<file path="src/rtl/result_buf_pkg.sv">
// -----------------------------------------------------------------------------
// result_buf_pkg
//   Shared types for the NPU result buffer.
//   drain_state_e : states of the drain engine that streams stored entries out.
// -----------------------------------------------------------------------------
package result_buf_pkg;

    typedef enum logic [1:0] {
        IDLE  = 2'd0,
        FETCH = 2'd1,
        SEND  = 2'd2,
        DONE  = 2'd3
    } drain_state_e;

endpackage

</file>
<file path="src/rtl/result_ram_sp.sv">
// -----------------------------------------------------------------------------
// result_ram_sp
//   DEPTH x DATA_W single-clock storage array with a byte-enable write port
//   and one synchronous read port. Reads are read-first: a read and a write of
//   the same address in one cycle returns the previous contents. The array
//   itself is never reset.
// Ports
//   clk_i    : clock, rising edge
//   we_i     : write strobe (address must already be range-checked)
//   waddr_i  : write address
//   wdata_i  : write data
//   wbe_i    : byte enables, bit i gates wdata_i[8i+7:8i]
//   re_i     : read strobe
//   raddr_i  : read address (must already be range-checked)
//   rdata_o  : registered read data, updated only on cycles after re_i
// -----------------------------------------------------------------------------
module result_ram_sp #(
    parameter  int DATA_W = 32,
    parameter  int DEPTH  = 64,
    localparam int ADDR_W = $clog2(DEPTH),
    localparam int BE_W   = DATA_W / 8
) (
    input  logic              clk_i,
    input  logic              we_i,
    input  logic [ADDR_W-1:0] waddr_i,
    input  logic [DATA_W-1:0] wdata_i,
    input  logic [BE_W-1:0]   wbe_i,
    input  logic              re_i,
    input  logic [ADDR_W-1:0] raddr_i,
    output logic [DATA_W-1:0] rdata_o
);

    logic [DATA_W-1:0] mem_q [DEPTH];
    logic [DATA_W-1:0] rdata_q;

    // Both the write and the read sample mem_q through non-blocking
    // semantics, which gives read-first behaviour on an address collision.
    always_ff @(posedge clk_i) begin
        if (we_i) begin
            for (int i = 0; i < BE_W; i++) begin
                if (wbe_i[i]) begin
                    mem_q[waddr_i][8*i +: 8] <= wdata_i[8*i +: 8];
                end
            end
        end
        if (re_i) begin
            rdata_q <= mem_q[raddr_i];
        end
    end

    assign rdata_o = rdata_q;

endmodule

</file>
<file path="src/rtl/result_buffer.sv">
// -----------------------------------------------------------------------------
// result_buffer
//   NPU result store between accumulator writeback and the host readout path.
//   Byte-enable write port, 1-cycle synchronous host read port, and a drain
//   engine that streams entries 0..hi_water-1 over a valid/ready interface.
// Ports
//   clk, rst                  : clock (rising edge), async active-high reset
//   wr_en/wr_addr/wr_data/wr_be : write port; out-of-range writes are dropped
//   rd_en/rd_addr             : host read request, accepted only when idle
//   rd_data/rd_valid          : host read result, one cycle after acceptance
//   drain_start               : pulse, start streaming 0..hi_water-1
//   clear                     : pulse, hi_water := 0 and abort any drain
//   out_valid/out_ready/out_data/out_addr/out_last : drain stream
//   busy                      : drain engine not idle
//   drain_done                : 1-cycle pulse at the end of a drain
//   hi_water                  : highest written address + 1
//   err                       : 1-cycle pulse when a write or read is dropped
//   dbg_state                 : current drain engine state
//
// Drain stream handshake: a beat transfers on a rising edge where out_valid
// and out_ready are both 1. Once out_valid is raised, out_valid, out_data,
// out_addr and out_last hold steady until that transfer (or clear/rst).
// out_valid never depends combinationally on out_ready.
// -----------------------------------------------------------------------------
module result_buffer
    import result_buf_pkg::*;
#(
    parameter  int DATA_W = 32,
    parameter  int DEPTH  = 64,
    localparam int ADDR_W = $clog2(DEPTH),
    localparam int BE_W   = DATA_W / 8
) (
    input  logic              clk,
    input  logic              rst,
    input  logic              wr_en,
    input  logic [ADDR_W-1:0] wr_addr,
    input  logic [DATA_W-1:0] wr_data,
    input  logic [BE_W-1:0]   wr_be,
    input  logic              rd_en,
    input  logic [ADDR_W-1:0] rd_addr,
    output logic [DATA_W-1:0] rd_data,
    output logic              rd_valid,
    input  logic              drain_start,
    input  logic              clear,
    output logic              out_valid,
    input  logic              out_ready,
    output logic [DATA_W-1:0] out_data,
    output logic [ADDR_W-1:0] out_addr,
    output logic              out_last,
    output logic              busy,
    output logic              drain_done,
    output logic [ADDR_W:0]   hi_water,
    output logic              err,
    output drain_state_e      dbg_state
);

    localparam logic [ADDR_W:0] DEPTH_L = (ADDR_W+1)'(DEPTH);
    localparam logic [ADDR_W:0] ONE_L   = (ADDR_W+1)'(1);

    drain_state_e      state_q, state_d;
    logic [ADDR_W-1:0] ptr_q, ptr_d;
    logic [ADDR_W:0]   end_q, end_d;
    logic [ADDR_W:0]   hw_q, hw_d;
    logic [ADDR_W:0]   hw_base;
    logic [ADDR_W:0]   wr_top;
    logic              rd_valid_q;
    logic              err_q, err_d;
    logic [DATA_W-1:0] rd_hold_q;
    logic [DATA_W-1:0] ram_rdata;
    logic              wr_ok, rd_ok;
    logic              ram_re;
    logic [ADDR_W-1:0] ram_raddr;
    logic              is_last;

    // Range checks are done one bit wider so DEPTH values that are not a
    // power of two reject the unused top of the address space.
    assign wr_ok  = wr_en && ({1'b0, wr_addr} < DEPTH_L);
    assign rd_ok  = rd_en && (state_q == IDLE) && ({1'b0, rd_addr} < DEPTH_L);
    assign err_d  = (wr_en && !wr_ok) || (rd_en && !rd_ok);
    assign wr_top = {1'b0, wr_addr} + ONE_L;

    // Read-port mux: the drain engine owns the port outside IDLE, host reads
    // are only accepted in IDLE, so the two never collide.
    assign ram_re    = (state_q == FETCH) || rd_ok;
    assign ram_raddr = (state_q == FETCH) ? ptr_q : rd_addr;

    result_ram_sp #(
        .DATA_W (DATA_W),
        .DEPTH  (DEPTH)
    ) u_ram (
        .clk_i   (clk),
        .we_i    (wr_ok),
        .waddr_i (wr_addr),
        .wdata_i (wr_data),
        .wbe_i   (wr_be),
        .re_i    (ram_re),
        .raddr_i (ram_raddr),
        .rdata_o (ram_rdata)
    );

    assign is_last = ({1'b0, ptr_q} == (end_q - ONE_L));

    // hi_water: clear zeroes the base first so a same-cycle write still lands.
    always_comb begin
        hw_base = clear ? '0 : hw_q;
        hw_d    = hw_base;
        if (wr_ok && (wr_top > hw_base)) begin
            hw_d = wr_top;
        end
    end

    always_comb begin
        state_d = state_q;
        ptr_d   = ptr_q;
        end_d   = end_q;
        unique case (state_q)
            IDLE: begin
                if (drain_start) begin
                    if (hw_q != '0) begin
                        end_d   = hw_q;
                        ptr_d   = '0;
                        state_d = FETCH;
                    end else begin
                        state_d = DONE;
                    end
                end
            end
            FETCH: state_d = SEND;
            SEND: begin
                if (out_ready) begin
                    if (is_last) begin
                        state_d = DONE;
                    end else begin
                        ptr_d   = ptr_q + ADDR_W'(1);
                        state_d = FETCH;
                    end
                end
            end
            DONE:    state_d = IDLE;
            default: state_d = IDLE;
        endcase
        if (clear) begin
            state_d = IDLE;
        end
    end

    always_ff @(posedge clk or posedge rst) begin
        if (rst) begin
            state_q    <= IDLE;
            ptr_q      <= '0;
            end_q      <= '0;
            hw_q       <= '0;
            rd_valid_q <= 1'b0;
            err_q      <= 1'b0;
            rd_hold_q  <= '0;
        end else begin
            state_q    <= state_d;
            ptr_q      <= ptr_d;
            end_q      <= end_d;
            hw_q       <= hw_d;
            rd_valid_q <= rd_ok;
            err_q      <= err_d;
            // The RAM output register is shared with the drain engine, so the
            // host result is copied aside to survive later drain reads.
            if (rd_valid_q) begin
                rd_hold_q <= ram_rdata;
            end
        end
    end

    assign rd_valid   = rd_valid_q;
    assign rd_data    = rd_valid_q ? ram_rdata : rd_hold_q;
    assign out_valid  = (state_q == SEND);
    assign out_data   = out_valid ? ram_rdata : '0;
    assign out_addr   = out_valid ? ptr_q : '0;
    assign out_last   = out_valid && is_last;
    assign busy       = (state_q != IDLE);
    assign drain_done = (state_q == DONE);
    assign hi_water   = hw_q;
    assign err        = err_q;
    assign dbg_state  = state_q;

endmodule
</file>
<file path="config.mk">
export PLATFORM = sky130hd
export DESIGN_NAME = result_buffer
export DESIGN_NICKNAME = d
export VERILOG_FILES = /design/src/rtl/result_buf_pkg.sv /design/src/rtl/result_ram_sp.sv /design/src/rtl/result_buffer.sv
export SDC_FILE = /design/constraint.sdc
export NUM_CORES = 2
export LEC_CHECK = 0
export ABC_CLOCK_PERIOD_IN_PS = 3300
export CAP_MARGIN = 20
export CELL_PAD_IN_SITES_DETAIL_PLACEMENT = 1
export CELL_PAD_IN_SITES_GLOBAL_PLACEMENT = 1
export CORE_MARGIN = 2
export CORE_UTILIZATION = 35
export CTS_CLUSTER_SIZE = 20
export DETAILED_ROUTE_END_ITERATION = 6
export GPL_ROUTABILITY_DRIVEN = 1
export GPL_TIMING_DRIVEN = 0
export PLACE_DENSITY_LB_ADDON = 0.08
export SLEW_MARGIN = 10
export SYNTH_ARGS = -nofsm -noshare
export SYNTH_HDL_FRONTEND = slang
export SYNTH_SLANG_ARGS = --single-unit
</file>
<file path="constraint.sdc">
create_clock -name clk -period 3.3 [get_ports clk]
set_clock_uncertainty 0.15 [all_clocks]
set_input_delay 0.33 -clock clk [delete_from_list [all_inputs] [get_ports clk]]
set_output_delay 0.33 -clock clk [all_outputs]
set_load 0.02 [all_outputs]
</file>
==> metrics <==
status complete, but fails checks; violations in the final reports setup timing; Starting Density 35.2%; crit-path max FO 7; EDFF count, synth 2080; final-report setup violation count 40; crit-path cells and3b_2 -> a21oi_4 -> buf_12 -> buf_12 -> buf_16 -> buf_12 -> buf_16 -> buf_16 -> buf_12 -> mux2i_2 -> a222oi_1 -> a21oi_4 -> nand4_1; most common cell after layout, fill and taps aside edfxtp_1; CP required 3.79 ns; Final nets 5985; row cnt 183; Detail Placement HPWL 273000 um; Max Cap Violations 0; first-pass GRT wire length 502000 um; hold path start out_ready; initial antenna violation count 37; clk sinks 2136; Tcrit/Tclk final 123%; async set or reset register ratio after synthesis 2.62%; cell mode on critical path buf_12; CP max stage cell a222oi_1; critical setup path kind flip-flop to flip-flop; vias in the first global route 55000; fraction of layout cells with a size suffix above 1 26.5%; area of the core 0.249 mm^2; LEAKAGE 36.5 nW; Synth Area in Simple Gates 4.94%; drt wl/cell 40.2 um; Pwr Density 633 mW/mm^2; Hold Path Class input pin to flip-flop; synth top area cells edfxtp_1 (71%), mux4_2 (6.6%), mux2i_1 (5.6%); slew margin rel. 17.7%; Compound-Gate Fraction of Synth Area 6.57%; Vias/cell 5.76; gate count after technology mapping 5182; sequential area share after synthesis 73.0%; reg-to-reg critical path endpoint u_ram.rdata_o[4]; Critical Path Max Stage Delay 0.93 ns; Overflow after GRT 0; I/O pins 140; Antenna Nets Post-Route 0; Tmin final 4.06 ns; Final Max Slew Viols 0; buffers and inverters on the worst path 7; main combinational cell family by area after synthesis multiplexers; Critical R2R Launch dbg_state[1]; Synth top area share 71.4%; DRT iter0 DRCs 6036; chip height 504 um; clock slew at reported path FFs 0.06 ns; die area 0.254 mm^2; P&R area growth vs syn 23.5%; Final WS setup -0.760 ns; CP startpoint kind flip-flop; post-synth net total 5247; H-tree depth 4; mean cell area of the mapped netlist 16.9 um^2; largest area contributor in the netlist edfxtp_1; synthesized cell area 0.0875 mm^2; reg2reg setup slack -0.76 ns; Ys Warns 0; largest net degree at the start of global routing 57; Pre-Repair DR Iteration Count 6; Critical Path AT 4.55 ns; port bufs 132; clk root buf clkbuf_16; adder-cell area share of the yosys netlist 0.143%; fmax 246 MHz; Die Wd 504 um; Min-Delay Endpoint dbg_state[0]; Hold Path Depth 3; TritonCTS buffer count 239; Clock Tree Buf Depth 3; mux contribution to synthesized area 12.7%; Total GRT Usage 29.3%; post-synthesis xor/xnor area fraction 0.100%; total wire length 380000 um; Final GP Congestion 0.881; Yosys reg bits 2136; total negative setup slack -16.47 ns; Setup crit end kind flip-flop; CTS tree done; Register-to-Register Path Depth 13; Synth Flop Type edfxtp_1; most frequent cells in the layout edfxtp_1 (2080), mux2i_1 (481), nor2_1 (378); final hold violations 0; RSZ-0062 raised after global routing yes; worst-case vdd ir drop 506 uV; DRC Markers 0; DR vias 54500; pin slew with the least headroom to its limit 1.24 ns; post-synth cell types 58; Post-Place Setup Slack -2.53 ns; FILL cells 24100; Skew-Pair Late Insertion Delay 0.91 ns; Top delay family on crit path compound AO/OA/AOI/OAI gates; crit path from dbg_state[1]
[metrics by stage]
step | hold WS [ns] | util (%) | std cells | cell area, um^2 | power [mW]
detailed placement | 0.338 | 38.5 | 8814 | 95600 | 41.0
floorplan | 0.247 | - | 5182 | 87500 | 35.5
finish | 0.0822 | 43.5 | 9473 | 108000 | 68.4
CTS | 0.0388 | 42.6 | 9346 | 106000 | 68.0
global placement | 0.333 | 37.4 | 8644 | 93000 | 40.6
global route | 0.103 | 43.5 | 9469 | 108000 | 70.0
[registers in the layout, indices dropped and copies added (netlist names)]
| name | flops |
|---|---|
| u_ram.rdata_o | 32 |
| dbg_state | 2 |
| rd_hold_q | 32 |
| rd_valid | 1 |
| err | 1 |
| hi_water | 7 |
| end_q | 7 |
| ptr_q | 6 |
| u_ram.mem_q | 2048 |
[worst max-delay path by stage]
stage | endpoint | slack [ns] | depth (start not counted)
global placement | u_ram.mem_q[43][4] | -4.36 | 5
global route | u_ram.rdata_o[30] | -0.66 | 9
floorplan | u_ram.rdata_o[0] | 0.28 | 8
finish | u_ram.rdata_o[4] | -0.76 | 13
detailed placement | u_ram.rdata_o[4] | -2.53 | 8
CTS | u_ram.rdata_o[30] | -0.71 | 10
[kinds of logic (layout without fill, tap and decap cells)]
group / Yosys count / after routing
xor+xnor: 10 / 10
flops: 2136 / 2136
other cells: 0 / 7
compound gates: 752 / 752
fa+ha+maj: 10 / 10
mux: 784 / 784
buf+inv: 529 / 1483
simple gates: 961 / 961
[synthesized netlist by cell type (32+ instances only)]
cell type	number
mux2i_1	490
nor2_1	413
edfxtp_1	2080
and2_1	52
mux4_2	256
nor4_1	71
mux2_2	38
a222oi_1	32
o32ai_1	64
inv_1	158
a22oi_1	113
nand2b_1	32
a211oi_1	287
buf_2	126
dfrtp_1	56
nand2_1	279
o211ai_1	56
clkbuf_1	185
a31oi_1	73
[routing by layer]
layer  GRT usage, %  routed length [um]  share of wire [%]  vias up
met4           15.5               23700                6.2       14
met2           48.7              185000                 49     2263
met1           36.9              147000                 39    29400
met3           4.56               24900                6.5      582
met5              0                  71              0.019        -
li1               -                   -                  -    22200
[power breakdown]
part | switching [mW] | internal, mW
clock network | 11.6 | 14.8
registers | 0.254 | 30.2
logic | 7.32 | 4.26
[area by class of cell]
class                      instances  area [um^2]  share of cell area [%]
buffer                           359         2870                    2.65
clock inverter                   147         1330                    1.23
timing repair buffer             509         5590                    5.17
multi-input combinational       2517        23400                    21.6
antenna                            7         17.5                  0.0162
inverter                         158          596                   0.551
sequential                      2136        63900                    59.1
tap                             3330         4170                    3.85
clock buffer                     310         6350                    5.87
[tightest hold or removal path, delay by kind of cell]
| family | cells | cell delay, ns |
|---|---|---|
| and+or+nand+nor | 1 | 0.06 |
| buffers and inverters | 1 | 0.51 |
| muxes | 1 | 0.18 |
[timing repair]
item	4_1_cts	5_1_grt
endpoints found under the hold margin	1716	0
gates resized for setup	555	312
cloned	1	4
hold buffers	37	0
pin swaps	60	82
setup buffers	44	99
setup endpoints to repair	107	82
(Power assumes the default switching activity.)
